File: src/rtl/dispense_scheduler.sv
// Round-robin scheduler sharing one pump/valve between two dispenser panels.
// Times the pump per ml, handles per-panel cancel and forces a valve-switch gap after every job.
module dispense_scheduler #(
   parameter int CLOCKS_PER_ML = 5,
   parameter int MAX_ML        = 9999,
   parameter int AMOUNT_WIDTH  = 14,
   parameter int GAP_CYCLES    = 4
) (
   input  logic                    clock,
   input  logic                    reset,
   input  logic [1:0]              req_valid,
   input  logic [AMOUNT_WIDTH-1:0] req_amount_0,
   input  logic [AMOUNT_WIDTH-1:0] req_amount_1,
   input  logic [1:0]              cancel,
   output logic [1:0]              req_ready,
   output logic                    pump_on,
   output logic                    valve_sel,
   output logic [AMOUNT_WIDTH-1:0] dispensed_ml,
   output logic                    busy,
   output logic [1:0]              done,
   output logic [1:0]              aborted
);

   localparam int TICK_W = (CLOCKS_PER_ML > 1) ? $clog2(CLOCKS_PER_ML) : 1;
   localparam int GAP_W  = (GAP_CYCLES > 1) ? $clog2(GAP_CYCLES) : 1;
   localparam logic [AMOUNT_WIDTH-1:0] MAX_C     = AMOUNT_WIDTH'(MAX_ML);
   localparam logic [TICK_W-1:0]       TICK_LAST = TICK_W'(CLOCKS_PER_ML - 1);
   localparam logic [GAP_W-1:0]        GAP_LAST  = GAP_W'(GAP_CYCLES - 1);

   typedef enum logic [1:0] {
      ST_IDLE   = 2'd0,
      ST_PUMP   = 2'd1,
      ST_FINISH = 2'd2,
      ST_GAP    = 2'd3
   } state_t;

   state_t                  state_q, state_d;
   logic                    ptr_q, ptr_d;
   logic                    sel_q, sel_d;
   logic [AMOUNT_WIDTH-1:0] target_q, target_d;
   logic [AMOUNT_WIDTH-1:0] disp_q, disp_d;
   logic [TICK_W-1:0]       tick_q, tick_d;
   logic [GAP_W-1:0]        gap_q, gap_d;
   logic [1:0]              ready_q, ready_d;
   logic [1:0]              done_q, done_d;
   logic [1:0]              abort_q, abort_d;
   logic                    pump_q, pump_d;
   logic                    busy_q, busy_d;

   logic                    grant_s;
   logic [AMOUNT_WIDTH-1:0] amount_s;
   logic [AMOUNT_WIDTH-1:0] clamp_s;
   logic                    wrap_s;
   logic [AMOUNT_WIDTH-1:0] disp_inc_s;

   // Next-state and registered-output computation.
   always_comb begin
      state_d    = state_q;
      ptr_d      = ptr_q;
      sel_d      = sel_q;
      target_d   = target_q;
      disp_d     = disp_q;
      tick_d     = tick_q;
      gap_d      = gap_q;
      ready_d    = 2'b00;
      done_d     = 2'b00;
      abort_d    = 2'b00;
      grant_s    = ptr_q;
      amount_s   = req_amount_0;
      clamp_s    = req_amount_0;
      wrap_s     = (tick_q == TICK_LAST);
      disp_inc_s = disp_q + AMOUNT_WIDTH'(1);

      if (req_valid[ptr_q]) grant_s = ptr_q;
      else                  grant_s = ~ptr_q;

      if (grant_s) amount_s = req_amount_1;
      else         amount_s = req_amount_0;

      if (amount_s > MAX_C) clamp_s = MAX_C;
      else                  clamp_s = amount_s;

      case (state_q)
         ST_IDLE: begin
            if (req_valid != 2'b00) begin
               ready_d  = grant_s ? 2'b10 : 2'b01;
               sel_d    = grant_s;
               ptr_d    = ~grant_s;
               target_d = clamp_s;
               disp_d   = {AMOUNT_WIDTH{1'b0}};
               tick_d   = {TICK_W{1'b0}};
               if (clamp_s != {AMOUNT_WIDTH{1'b0}}) state_d = ST_PUMP;
               else                                 state_d = ST_FINISH;
            end else begin
               state_d = ST_IDLE;
            end
         end
         ST_PUMP: begin
            if (wrap_s) begin
               tick_d = {TICK_W{1'b0}};
               disp_d = disp_inc_s;
            end else begin
               tick_d = tick_q + TICK_W'(1);
            end
            // Cancel outranks completion even on the final-ml tick.
            if (cancel[sel_q]) begin
               abort_d = sel_q ? 2'b10 : 2'b01;
               gap_d   = {GAP_W{1'b0}};
               state_d = ST_GAP;
            end else if (wrap_s && (disp_inc_s == target_q)) begin
               state_d = ST_FINISH;
            end else begin
               state_d = ST_PUMP;
            end
         end
         ST_FINISH: begin
            done_d  = sel_q ? 2'b10 : 2'b01;
            gap_d   = {GAP_W{1'b0}};
            state_d = ST_GAP;
         end
         ST_GAP: begin
            if (gap_q == GAP_LAST) begin
               state_d = ST_IDLE;
            end else begin
               gap_d   = gap_q + GAP_W'(1);
               state_d = ST_GAP;
            end
         end
         default: begin
            state_d = ST_IDLE;
         end
      endcase

      pump_d = (state_d == ST_PUMP);
      busy_d = (state_d != ST_IDLE);
   end

   // State, datapath and output registers.
   always_ff @(posedge clock or negedge reset) begin
      if (!reset) begin
         state_q  <= ST_IDLE;
         ptr_q    <= 1'b0;
         sel_q    <= 1'b0;
         target_q <= {AMOUNT_WIDTH{1'b0}};
         disp_q   <= {AMOUNT_WIDTH{1'b0}};
         tick_q   <= {TICK_W{1'b0}};
         gap_q    <= {GAP_W{1'b0}};
         ready_q  <= 2'b00;
         done_q   <= 2'b00;
         abort_q  <= 2'b00;
         pump_q   <= 1'b0;
         busy_q   <= 1'b0;
      end else begin
         state_q  <= state_d;
         ptr_q    <= ptr_d;
         sel_q    <= sel_d;
         target_q <= target_d;
         disp_q   <= disp_d;
         tick_q   <= tick_d;
         gap_q    <= gap_d;
         ready_q  <= ready_d;
         done_q   <= done_d;
         abort_q  <= abort_d;
         pump_q   <= pump_d;
         busy_q   <= busy_d;
      end
   end

   assign req_ready    = ready_q;
   assign pump_on      = pump_q;
   assign valve_sel    = sel_q;
   assign dispensed_ml = disp_q;
   assign busy         = busy_q;
   assign done         = done_q;
   assign aborted      = abort_q;

endmodule

File: config.mk
export PLATFORM = sky130hd
export DESIGN_NAME = dispense_scheduler
export DESIGN_NICKNAME = d
export VERILOG_FILES = /design/src/rtl/dispense_scheduler.sv
export SDC_FILE = /design/constraint.sdc
export NUM_CORES = 1
export LEC_CHECK = 0
export ABC_AREA = 1
export CORE_ASPECT_RATIO = 1.2
export CORE_UTILIZATION = 39
export DETAILED_ROUTE_END_ITERATION = 6
export MAX_ROUTING_LAYER = met4
export PLACE_DENSITY = 0.64
export RECOVER_POWER = 100
export SYNTH_ARGS = -nofsm -noshare
export SYNTH_HDL_FRONTEND = slang
export SYNTH_SLANG_ARGS = --single-unit
export TNS_END_PERCENT = 1
File: constraint.sdc
create_clock -name clock -period 2.45 [get_ports clock]
set_input_delay 0.245 -clock clock [delete_from_list [all_inputs] [get_ports clock]]
set_output_delay 0.245 -clock clock [all_outputs]
set_load 0.05 [all_outputs]
==> results by group, run 1 <==
Power
  • Tot Pwr: 3.08 mW
  • Sw Share: 41.1%
  • Logic gate share of total power: 43.5%
  • Sw Pwr: 1.27 mW
  • Pleak: 1.64 nW
  • Clock power share: 21.7%
  • Cell-internal power: 1.81 mW
  • Sequential power share: 34.8%
  • Pwr/cell area: 912 mW/mm²
  • Peak supply drop: 0.652 mV

Timing
  • Final Hold Fails: 0
  • Setup_tns: 0 ps
  • Worst Tran Pin Value: 1130 ps
  • Setup Viol. Count Final: 0
  • Final Skew: 9.21 ps
  • Fin. max-slew vios: 0
  • Final Critical Period: 2170 ps
  • Slew headroom: 24.9%
  • Fmax achieved: 0.461 GHz
  • Worst hold slack: 151 ps
  • Tcrit/Tclk final: 88.6%
  • Unrepaired setup endpoints after global routing: false

Worst setup path
  • Setup crit end kind: flop
  • Crit path depth: 11
  • WP buf/inv: 0
  • Delay of the slowest critical-path stage: 430 ps
  • Critical-path cell list: ha_1 > nand2_2 > nor2_2 > nand3_1 > nand2_1 > xor2_1 > nand3_1 > nor2_1 > nand3_1 > a21oi_2 > nand2_1
  • Worst Reg-to-Reg Cells: 11
  • Reg2reg start: dispensed_ml[1]
  • Critical Path Start Type: flop
  • FF-to-FF setup slack: 280 ps
  • Kind of critical path: flop to flop
  • Cell mode on critical path: nand3_1
  • Required @ worst endpoint: 2640 ps
  • CP Max Fanout: 6
  • Critical path arrival: 2360 ps
  • Crit path max-delay family: simple AND/OR/NAND/NOR gates
  • Slowest cell on the critical path: dfrtp_1
  • FF-to-FF End: busy

Finish
  • Nets: 456
  • FILL cells: 626
  • Area Growth Syn to Fin: 30.2%
  • Commonest non-fill, non-tap cell in the layout: nand2_1
  • Area of the multi-input gates: 0.00122 mm²
  • Ant. Diodes: 0
  • Most frequent cells in the layout: 102 x nand2_1, 53 x inv_1, 45 x dfrtp_1
  • Ratio of cells with drive above 1 in the final layout: 9.07%
  • Register area: 0.00113 mm²
  • Fin cells: 504

Detailed routing
  • Routed WL: 6170 µm
  • Detailed Route Iter0 Violations: 92
  • DR WL/cell: 12.2 µm
  • Antenna Nets Post-Route: 0
  • TritonRoute pass-1 iters: 4
  • Drt via density: 4.81
  • Post-route DRC: 0
  • Vias: 2425

Floorplan
  • Die Height: 91.4 µm
  • Initial Util: 40.3%
  • Row Count: 32
  • IO Count: 57
  • Die area: 0.00699 mm²
  • Die Span X: 76.5 µm
  • Core footprint: 0.00645 mm²

Clocking
  • CTS H-tree depth: 2
  • CTS max path bufs: 2
  • CTS tree: yes
  • Number of CTS-inserted buffers: 5
  • Post-cts resize count: 0
  • Worst-Skew Late Latency: 300 ps
  • Hold-fix buffers at CTS: 0
  • Clk sinks: 45
  • Root Buffer: clkbuf_8
  • Clk slew on worst S/H paths: 90 ps
  • Post-CTS setup repair buffer count: 0

Place
  • # placed instances: 496
  • Routability cong.: 0.798
  • HPWL Detailed: 4770 µm
  • IO Port Bufs: 56

Job
  • Number of max-cap violations: 0

Yosys
  • Mapped Area: 0.00260 mm²
  • Mapped Nets: 394
  • Synth warn: 0
  • Syn_area_per_cell: 7.29 µm²
  • Count of cell types in the netlist: 28
  • Register bit total from synthesis: 45
  • Seq/Total Area, Yosys: 43.4%
  • Post-Syn Instances: 356

Global route
  • Initial antenna violation count: 0
  • Vias in the first global route: 2408
  • Global-route wire length before repair: 10900 µm
  • GRT overflow: 0
  • GRT Util Overall: 19.8%
  • Largest net degree at the start of global routing: 46

Outcome
  • Status: finished, final reports clean

Min path
  • Hold crit path type: input port to async pin
[sequential cells by signal, indices dropped and copies added (netlist names), 2 cells and up]
| name | count |
|---|---|
| req_ready | 2 |
| done | 2 |
| aborted | 2 |
| gap_q | 2 |
| tick_q | 3 |
| target_q | 14 |
| state_q | 2 |
| dispensed_ml | 14 |
[per-layer routing]
metal	track usage, %	vias up	wire [µm]
met4	4.01	0	32
met1	24.6	1104	2860
met2	34.4	59	3080
li1	-	1260	-
met3	2.41	2	188
met5	-	-	0
[layout make-up]
type                            count  share of cell area [%]
Clock buffer                        5                    2.04
Clock inverter                      3                    1.93
Inverter                           56                    6.22
Multi-Input combinational cell    249                    36.0
Sequential cell                    45                    33.3
Tap cell                           85                    3.15
Timing Repair Buffer               61                    17.3
[power by group through the flow]
stage	Sequential (mW)	Combinational [mW]	Clock, mW
after floorplan	1.23	0.840	0
after global placement	1.09	1.36	0
after detailed placement	1.09	1.39	0
after CTS	1.08	1.39	0.678
after global routing	1.11	1.51	0.703
final	1.07	1.34	0.669
[cells by family after synthesis]
| kind of cell | share of synthesized area [%] |
|---|---|
| buffers and inverters | 9.59 |
| AO/OA/AOI/OAI | 12.3 |
| AND/OR/NAND/NOR | 31.4 |
| XOR/XNOR | 1.01 |
| adder cells (fa/ha/maj) | 1.93 |
| multiplexers | 0.386 |
| flip-flops | 43.4 |
[synth_stat cells]
cell type | n | share of area [%]
nand4_1 | 7 | 1.7
xor2_1 | 3 | 1.0
dfrtp_1 | 45 | 43
o21a_1 | 1 | 0.29
a21oi_1 | 9 | 1.7
nand2_1 | 102 | 15
o22ai_1 | 13 | 3.1
nand3_1 | 24 | 4.6
o21ai_0 | 11 | 2.1
clkbuf_1 | 3 | 0.43
nor2_2 | 6 | 1.4
o21ai_2 | 4 | 1.3
ha_1 | 4 | 1.9
nor2_4 | 1 | 0.43
a22o_1 | 2 | 0.67
nand2_4 | 1 | 0.43
a21oi_2 | 2 | 0.67
inv_1 | 52 | 7.5
inv_2 | 4 | 0.58
nor3_2 | 1 | 0.39
buf_6 | 2 | 0.87
nor3_1 | 3 | 0.58
o21ai_1 | 9 | 1.7
nor2_1 | 34 | 4.9
mux2i_1 | 1 | 0.39
a22oi_1 | 2 | 0.58
buf_2 | 1 | 0.19
nand2_2 | 9 | 2.2
[through the flow]
step | setup WS (ps) | cell area [µm²] | util [%]
after global placement | 331 | 3260 | 50.5
after global routing | 24.9 | 3380 | 52.4
after CTS | 271 | 3390 | 52.6
after floorplan | 304 | 2600 | -
final | 279 | 3380 | 52.4
after detailed placement | 282 | 3260 | 50.5
[how the worst max path moves through the flow]
stage / start / to / slack [ps]
floorplan: dispensed_ml[1] / busy / 300
global placement: dispensed_ml[0] / busy / 330
detailed placement: req_valid[1] / busy / 280
CTS: dispensed_ml[1] / busy / 270
global route: dispensed_ml[1] / busy / 20
finish: dispensed_ml[1] / busy / 280
No activity file was read; power rests on OpenSTA's default activity.
==> run 2: changes to the inputs <==
--- a/config.mk
+++ b/config.mk
@@ -7,10 +7,10 @@
 export LEC_CHECK = 0
 export ABC_AREA = 1
 export CORE_ASPECT_RATIO = 1.2
-export CORE_UTILIZATION = 39
+export CORE_UTILIZATION = 45
 export DETAILED_ROUTE_END_ITERATION = 6
 export MAX_ROUTING_LAYER = met4
-export PLACE_DENSITY = 0.64
+export PLACE_DENSITY = 0.72
 export RECOVER_POWER = 100
 export SYNTH_ARGS = -nofsm -noshare
 export SYNTH_HDL_FRONTEND = slang
==> run 2 against run 1 <==
Against the previous run: the run now ends with DRC left; via count fell by 0.87%; first-iteration DRC count rose by 79%; non-clock buffer count rose by 2; total power fell by 2.3%; maximum frequency fell by 0.31%; register-to-register slack barely moved; sequential cell count did not move; critical path depth did not move; final cell count fell by 4.2%; worst hold slack improved by 320 ps; die area fell by 13%; critical path type unchanged; largest cell class unchanged; largest power group unchanged.
==> results by group, run 2 (synthesis gave the netlist of run 1 again) <==
Outcome
  • Status: finished, violations left
  • Failing checks: DRC

Timing
  • Worst hold slack: 472 ps
  • Worst Tran Pin Value: 1290 ps
  • Fin. max-slew vios: 0
  • Setup Viol. Count Final: 0
  • Slew headroom: 14.0%
  • Fmax achieved: 0.459 GHz
  • Final Skew: 7.76 ps
  • Unrepaired setup endpoints after global routing: false
  • Tcrit/Tclk final: 88.9%
  • Final Critical Period: 2180 ps
  • Final Hold Fails: 0
  • Setup_tns: 0 ps

Finish
  • Most frequent cells in the layout: 102 x nand2_1, 53 x inv_1, 45 x dfrtp_1
  • Area Growth Syn to Fin: 28.9%
  • Nets: 458
  • Ant. Diodes: 0
  • Commonest non-fill, non-tap cell in the layout: nand2_1
  • Ratio of cells with drive above 1 in the final layout: 8.79%
  • FILL cells: 495

Floorplan
  • Die Span X: 71.3 µm
  • Die Height: 85.2 µm
  • Initial Util: 48.0%
  • IO Count: 57
  • Core footprint: 0.00541 mm²
  • Row Count: 29
  • Die area: 0.00608 mm²

Clocking
  • Post-cts resize count: 0
  • CTS max path bufs: 2
  • CTS H-tree depth: 2
  • Post-CTS setup repair buffer count: 0
  • Hold-fix buffers at CTS: 1
  • Number of CTS-inserted buffers: 5
  • Root Buffer: clkbuf_8
  • CTS tree: yes
  • Clk sinks: 45
  • Clk slew on worst S/H paths: 90 ps
  • Worst-Skew Late Latency: 300 ps

Global route
  • Initial antenna violation count: 0
  • Largest net degree at the start of global routing: 26
  • Vias in the first global route: 2341
  • GRT overflow: 0
  • Global-route wire length before repair: 10500 µm
  • GRT Util Overall: 22.6%

Detailed routing
  • Post-route DRC: 4
  • DR WL/cell: 12.5 µm
  • Drt via density: 4.98
  • TritonRoute pass-1 iters: 7
  • Antenna Nets Post-Route: 0
  • Routed WL: 6030 µm
  • Vias: 2404
  • Detailed Route Iter0 Violations: 165

Power
  • Sw Share: 42.2%
  • Sw Pwr: 1.27 mW
  • Pleak: 1.63 nW
  • Cell-internal power: 1.74 mW
  • Logic gate share of total power: 44.5%
  • Tot Pwr: 3.01 mW
  • Clock power share: 19.7%
  • Sequential power share: 35.8%
  • Pwr/cell area: 900 mW/mm²
  • Peak supply drop: 0.682 mV

Worst setup path
  • Setup crit end kind: flop
  • Critical Path Start Type: flop
  • CP Max Fanout: 6
  • Kind of critical path: flop to flop
  • Critical path arrival: 2360 ps
  • Required @ worst endpoint: 2630 ps

Min path
  • Hold crit path type: flop to flop

Place
  • Routability cong.: 0.858
  • IO Port Bufs: 56
  • HPWL Detailed: 4740 µm

Job
  • Number of max-cap violations: 0
run 2: cell types whose count changed in the layout (fill, tap and decap cells not counted):
cell / delta
dlygate4sd3_1: +1
clkbuf_8: +1
clkinvlp_4: +1
clkinv_2: -1
bufinv_16: -1
a21oi_1: +1
clkbuf_1: +1
a21oi_2: -1
run 2: routing by layer:
| layer | wire length, µm | share of wire (%) | vias up | track usage, % |
|---|---|---|---|---|
| li1 | - | - | 1268 | - |
| met1 | 2780 | 46 | 1074 | 28.3 |
| met2 | 2960 | 49 | 54 | 38.2 |
| met3 | 195 | 3.2 | 8 | 3.09 |
| met4 | 85 | 1.4 | 0 | 6.00 |
| met5 | 0 | 0 | - | - |
run 2: final timing paths:
path | startpoint | end | slack (ps) | cells past startpoint
min | valve_sel | done[0] | 470 | 1
min in group asynchronous | reset | target_q[3] | 760 | 2
min reg2reg | valve_sel | done[0] | 470 | 1
max | dispensed_ml[1] | pump_on | 270 | 11
max reg2reg | dispensed_ml[1] | pump_on | 270 | 11
max in group asynchronous | reset | ptr_q | 520 | 3
run 2: metrics by stage:
stage / util (%) / setup slack, ps / cells / area [µm²]
floorplan: - / 304 / 356 / 2600
global placement: 59.8 / 358 / 474 / 3240
detailed placement: 59.8 / 299 / 474 / 3240
CTS: 62.3 / 307 / 483 / 3370
global route: 61.9 / 66.4 / 483 / 3350
finish: 61.9 / 272 / 483 / 3350
run 2: area by class of cell:
| type | count | area [µm²] | area share, % |
|---|---|---|---|
| inverter | 56 | 210 | 6.28 |
| clock buffer | 6 | 82.6 | 2.47 |
| sequential | 45 | 1130 | 33.6 |
| timing repair buffer | 63 | 599 | 17.9 |
| multi-input combinational | 249 | 1210 | 36.3 |
| tap | 62 | 77.6 | 2.32 |
| clock inverter | 2 | 37.5 | 1.12 |
run 2: critical path, cell delays in order, from the launching register on:
cell and delay (ps):
dfrtp_1 420, ha_1 200, nand2_2 120, nor2_2 220
nand3_1 100, nand2_1 130, xor2_1 170, nand3_1 90
nor2_1 170, nand3_1 110, a21oi_1 230, nor2_1 80
run 2: power by group through the flow:
stage	Sequential [mW]	Clock, mW	Combinational, mW
3_5_place_dp	1.09	0	1.38
2_1_floorplan	1.23	0	0.840
5_1_grt	1.11	0.636	1.50
6_report	1.08	0.593	1.34
4_1_cts	1.08	0.598	1.39
3_3_place_gp	1.09	0	1.36
==> run 3: changes to the inputs <==
--- a/config.mk
+++ b/config.mk
@@ -8,6 +8,7 @@
 export ABC_AREA = 1
 export CORE_ASPECT_RATIO = 1.2
 export CORE_UTILIZATION = 45
+export CTS_CLUSTER_SIZE = 16
 export DETAILED_ROUTE_END_ITERATION = 6
 export MAX_ROUTING_LAYER = met4
 export PLACE_DENSITY = 0.72
==> results of run 3 <==
The final DEF is identical to that of run 2; final timing and power are the same.
